===== src/rtl/fan_speed.sv =====
// Fixed-frequency PWM fan-speed generator: period 2**WIDTH clocks, duty speed/2**WIDTH.
// Optional soft start: define FAN_SPEED_RAMP_EN to limit the per-period change to RAMP_STEP.
module fan_speed #(
  parameter int unsigned WIDTH     = 8,
  parameter int unsigned RAMP_STEP = 1
) (
  input  logic             clk,
  input  logic             arst,
  input  logic [WIDTH-1:0] speed,
  output logic             pwm_data
);

  logic [WIDTH-1:0] cnt;
  logic [WIDTH-1:0] cnt_next;
  logic [WIDTH-1:0] speed_q;
  logic [WIDTH-1:0] speed_q_next;
  logic [WIDTH-1:0] speed_target;
  logic             wrap;

  always_comb begin
    cnt_next = cnt + WIDTH'(1);
    wrap     = (cnt == '1);
  end

`ifdef FAN_SPEED_RAMP_EN
  // One extra bit keeps the +/- step comparisons from wrapping.
  logic [WIDTH:0] speed_ext;
  logic [WIDTH:0] applied_ext;
  logic [WIDTH:0] step_ext;

  always_comb begin
    speed_ext    = {1'b0, speed};
    applied_ext  = {1'b0, speed_q};
    step_ext     = (WIDTH+1)'(RAMP_STEP);
    speed_target = speed;
    if (speed_ext > applied_ext + step_ext)
      speed_target = WIDTH'(applied_ext + step_ext);
    else if (speed_ext + step_ext < applied_ext)
      speed_target = WIDTH'(applied_ext - step_ext);
  end
`else
  logic unused_ramp_step;

  always_comb begin
    speed_target     = speed;
    unused_ramp_step = |RAMP_STEP;
  end
`endif

  always_comb begin
    speed_q_next = wrap ? speed_target : speed_q;
  end

  // Output is compared against next-state values so it lines up with cnt.
  always_ff @(posedge clk or posedge arst) begin
    if (arst) begin
      cnt      <= '0;
      speed_q  <= '0;
      pwm_data <= 1'b0;
    end else begin
      cnt      <= cnt_next;
      speed_q  <= speed_q_next;
      pwm_data <= (cnt_next < speed_q_next);
    end
  end

endmodule


===== config.mk =====
export PLATFORM = sky130hd
export DESIGN_NAME = fan_speed
export DESIGN_NICKNAME = d
export VERILOG_FILES = /design/src/rtl/fan_speed.sv
export SDC_FILE = /design/constraint.sdc
export NUM_CORES = 1
export LEC_CHECK = 0
export BUFFER_PORTS_ARGS = -buffer_cell sky130_fd_sc_hd__buf_2
export CAP_MARGIN = 20
export CORE_UTILIZATION = 58
export DETAILED_ROUTE_END_ITERATION = 16
export PLACE_DENSITY = 0.92
export SLEW_MARGIN = 20
export SYNTH_ARGS = -nofsm -noshare
export SYNTH_HDL_FRONTEND = slang
export SYNTH_SLANG_ARGS = --single-unit

===== constraint.sdc =====
create_clock -name clk -period 3.8 [get_ports clk]
set_clock_uncertainty 0.05 [all_clocks]
set_input_delay 0.19 -clock clk [delete_from_list [all_inputs] [get_ports clk]]
set_output_delay 0.19 -clock clk [all_outputs]
set_load 0.1 [all_outputs]

# After elaboration in Yosys (flattened, before gate mapping)
# Index checks and enable logic that the tools add are counted.
# word_totals
ff_bits,17
in_bits,10
out_inout_bits,1
wordCells,7
# classes
addsub,1
order_cmp,1
eq_ne,1
mux,1
# ops
op,n
8-bit by 1-bit adder with 8-bit output (second input constant),1
8-bit == test (second input constant),1
8-bit less-than comparator,1
8-bit 2-to-1 mux,1

# Longest topological paths before layout
# logic_depth
word_depth,3
ltp_mapped,11
mapped_depth_nobuf,10

# Least setup slack after synthesis
# Ideal clock, no wire load.
# synth_timing
kind,flip-flop to flip-flop
from,register cnt[0]
to,register pwm_data
setup_ps,66
arrival_ps,2217
required_ps,3684
setup_slack_ps,1467
path_stages_with_launch,12
path_buffers,1
period_less_slack_ps,2333
cell_sequence,dfrtp_1 -> ha_1 -> nand3_2 -> nor3_2 -> buf_6 -> mux2_2 -> inv_1 -> ha_1 -> a21oi_1 -> a21oi_1 -> a211oi_1 -> o31a_1
# synth_via
elab_chain_cells,3
word_cells_on_any_way,4
cone_classes,add/sub (1); order compare (1); eq/ne (1); mux (1)
# synth_rtl
item,line,text
start: declaration,13,logic [WIDTH-1:0] cnt;
start signal: assignment,61,cnt <= cnt_next;
8-bit == test,22,wrap = (cnt == '1);
8-bit 2-to-1 mux,51,speed_q_next = wrap ? speed_target : speed_q;
net speed_q_next[3],16,logic [WIDTH-1:0] speed_q_next;
8-bit less-than comparator,63,pwm_data <= (cnt_next < speed_q_next);
end signal: assignment,63,
end: declaration,10,output logic pwm_data
# The timed path passes the listed nets, and every way through them passes these cells.

# Final worst setup path
# Same ends and word-level chain as after synthesis.

==> summary.md <==
Leakage power: 0.000505 µW. Count of final max-slew check failures: 0. The tools report the worst reg2reg path startpoint as cnt[0]$_DFF_PP0_.

The average instance in the mapped netlist occupies 11.7 µm². The root cell of the clock tree is sky130_fd_sc_hd__clkbuf_4. Clock latency on the worst-skew pair, taken at its later pin, is 0.29 ns. The critical path is of the flop to flop type.

The share of synthesized area in the top cell type comes to 50.6%. The routability-driven placement congestion ratio is 0.707. The final-layout setup total negative slack is 0 ns. The area growth from synthesis to final layout is 12.1%, and the power share of the combinational group is 3.3%. For this run, global-route usage on met3 was measured as 7.22%. Of the cells placed in the final design, the portion with a size suffix greater than 1 is 21.8%. The minimum clock period after layout is 2.68 ns. The post-detailed-route DRC marker count was 0. The repair_antennas step left the layout with diodes totalling 0. The synthesized design spends more area on one cell type than any other, namely sky130_fd_sc_hd__dfrtp_1. After synthesis the cells add up to 841 µm². The run gives 76 as the fill cell total of the finished layout. The maximum achievable frequency came out at 373 MHz.

For this design the top-level I/O count stands at 11. After global routing the overflow that remains totals 0. The min-delay analysis places its worst path in the category input port to flop.

The leading cell type in the layout, fill and taps excluded is sky130_fd_sc_hd__dfrtp_1. After technology mapping, the gate count stands at 72. Cell internal power was estimated by the tool at 226 µW. The die boundary height works out to 40.1 µm. Of the synthesized area, sequential elements account for 50.6%.

The largest net degree at the start of global routing is 18, and the post-synthesis share of cell area spent on full adders, half adders and majority gates is 11.9%. TritonCTS built the clock tree. After detailed routing, the number of vias per cell comes to 5.55. The via count of the first global-routing pass was 555.

Setup repair after global routing left no endpoint under its margin. The xor/xnor share of the synthesized area is 6.25%, and the final wirelength is 1.52 mm. The cell type of the slowest stage on the worst timing path is sky130_fd_sc_hd__dfrtp_1.

In this run, the number of DRC markers left after iteration 0 of detailed routing was 13. The sink count of the clock tree was 17; the multiplexer share of the synthesized area was 11.0%. The final hold violation count came out at 0. The post-layout total power was 286 µW; the aggregate global-route resource usage was 25.2%. The buffer levels on the longest clock path is 2, and the number of buffers created by CTS is 3.

The final critical path takes up 70.5% of the cycle. The clock transition at the register clock pins on the worst setup and hold paths after CTS was 0.09 ns; the area used by sequential logic in the layout was 425 µm². The clock network is responsible for 33.6% of the overall power. The number of vias in the routed layout is 566, and the chip width is 40.1 µm. The total area inside the core boundary comes to 1320 µm².

VDD sags by at most 246 µV. Input and output buffers added on the ports amount to 10. Dividing the detail-routed wire length by the instance count gives 14.9 µm. The count of antenna-violating nets left after detailed routing came out at 0. Number of warnings printed during yosys synthesis: 0. Headroom to the max-slew limit came out at 57.8%. Traced cell by cell, the critical path runs through ha_1 > nand3_2 > nor3_2 > buf_4 > mux2_2 > inv_1 > ha_1 > a21oi_1 > a21oi_1 > a211oi_1 > o31a_1. Dividing total power by cell area gives a power density of 304 nW/µm².

In the final layout, the multi-input gates occupy 367 µm². The transition time at the pin with the least slew margin is 0.632 ns, and the delay of the slowest cell on the worst path is 0.46 ns. The final count of negative-setup-slack endpoints is 0.

The run finished with clean final reports. The length of the first detailed-routing pass in iterations is 4, and the simple-gate share of the synthesized area is 10.7%. The startpoint of the tightest hold check path was speed[2].

For met1 alone, demand over resource in global routing was 31.6%. The number of nets in the synthesized netlist was 90; the number of rows in the core area was 13. After synthesis, the cell types taking the most area are sky130_fd_sc_hd__dfrtp_1, sky130_fd_sc_hd__ha_1, sky130_fd_sc_hd__mux2i_1. For the worst setup path, the data arrival time is 2.87 ns. Of all nets on the critical path, the largest fanout is 9. For the worst setup path, the data required time is 3.99 ns. The post-synthesis register bit count is 17. The combinational family with the most area after synthesis is adder cells. The maximum level of the CTS H-tree is 1. The synthesized netlist devotes 3.72% of its cell area to compound gates. The total net switching power was 60.5 µW. The most critical setup path has its startpoint at cnt[0]$_DFF_PP0_.

In this run, flip-flops and latches consume 63.1% of the power. The number of buffers inserted to repair setup after CTS was 0; the fraction of power spent switching nets was 21.1%. The initial utilization of the core area, before any placement, comes to 63.8%.

The floorplan step defined a die boundary enclosing 1610 µm². STA classifies the critical path startpoint as a flop. The global routing stage identified its most utilized layer as met2.

Global routing used 38.7% of the available met2 tracks. Detailed placement ended at an HPWL of 1.13 mm. Initial antenna violation count: 0. For this run, the post-layout net count is 106. The first global-routing pass estimated 2.50 mm of wire. The tool flagged a number of max-cap violations equal to 0. The worst setup path is captured at a flop. In the layout the commonest cells are sky130_fd_sc_hd__dfrtp_1, sky130_fd_sc_hd__inv_1, sky130_fd_sc_hd__buf_2. The synthesized netlist contains 18 unique library cells.
worst max-delay path, delay by kind of cell, from the launching register on:
family / cells / cell delay (ns)
AND/OR/NAND/NOR: 2 / 0.27
buffers and inverters: 2 / 0.28
adder cells (fa/ha/maj): 2 / 0.52
multiplexers: 1 / 0.36
AO/OA/AOI/OAI: 4 / 0.68
flip-flops: 1 / 0.46
cell families (layout without fill, tap and decap cells):
| kind of cell | count (synthesis) | count (layout) |
|---|---|---|
| XOR/XNOR | 6 | 6 |
| flip-flops | 17 | 17 |
| AO/OA/AOI/OAI | 5 | 5 |
| AND/OR/NAND/NOR | 16 | 16 |
| buffers and inverters | 11 | 26 |
| multiplexers | 9 | 9 |
| adder cells (fa/ha/maj) | 8 | 8 |
Yosys cell counts, drive strengths merged:
cell type	number
a211oi	1
a21oi	3
and2	1
buf	1
dfrtp	17
ha	8
inv	10
mux2	2
mux2i	7
nand2	4
nand3	6
nand4	3
nor2	1
nor3	1
o31a	1
xnor2	4
xor2	2
area by class of cell:
class,instances,area share (%)
Clock buffer,4,2.79
Multi-Input combinational cell,44,38.9
Timing Repair Buffer,12,7.17
Tap cell,15,1.99
Inverter,10,3.98
Sequential cell,17,45.2
routing by layer:
| metal | up-vias | share of wire [%] | wire length [µm] |
|---|---|---|---|
| li1 | 277 | - | - |
| met1 | 264 | 44 | 673 |
| met2 | 15 | 49 | 743 |
| met3 | 10 | 3.2 | 49 |
| met4 | 0 | 3.5 | 53 |
| met5 | - | 0 | 0 |
what timing repair did:
item                                   CTS  global route
hold buffers                             1             0
endpoints found under the hold margin   17             0
resized for setup                        0             0
through the flow:
stage	hold WS, ns	utilization (%)	setup WS [ns]	cells	cell area [µm²]
after global placement	0.240	68.8	1.25	97	906
after CTS	0.0744	71.5	1.12	102	942
after global routing	0.0937	71.5	0.946	102	942
after detailed placement	0.252	68.8	1.14	97	906
after floorplan	0.0661	-	1.47	72	841
final	0.0771	71.5	1.12	102	942
state kept, by name, summed over array words and instances (netlist names):
name      flops
pwm_data      1
speed_q       8
cnt           8
power by group through the flow:
stage               combinational, µW  sequential (µW)  clock [µW]
global placement                 8.24              184           0
floorplan                        3.14              184           0
finish                           9.34              181        96.3
detailed placement               8.70              184           0
CTS                              9.56              181        97.6
global route                     10.6              181         105
worst paths after layout:
kind	endpoint	slack [ns]	cells past startpoint
max	pwm_data$_DFF_PP0_	1.12	11
min	speed_q[2]$_DFF_PP0_	0.08	3
max reg2reg	pwm_data$_DFF_PP0_	1.12	11
min reg2reg	speed_q[2]$_DFF_PP0_	0.44	2
max in group asynchronous	pwm_data$_DFF_PP0_	2.83	3
min in group asynchronous	speed_q[0]$_DFF_PP0_	0.47	3
(Power assumes the default switching activity.)
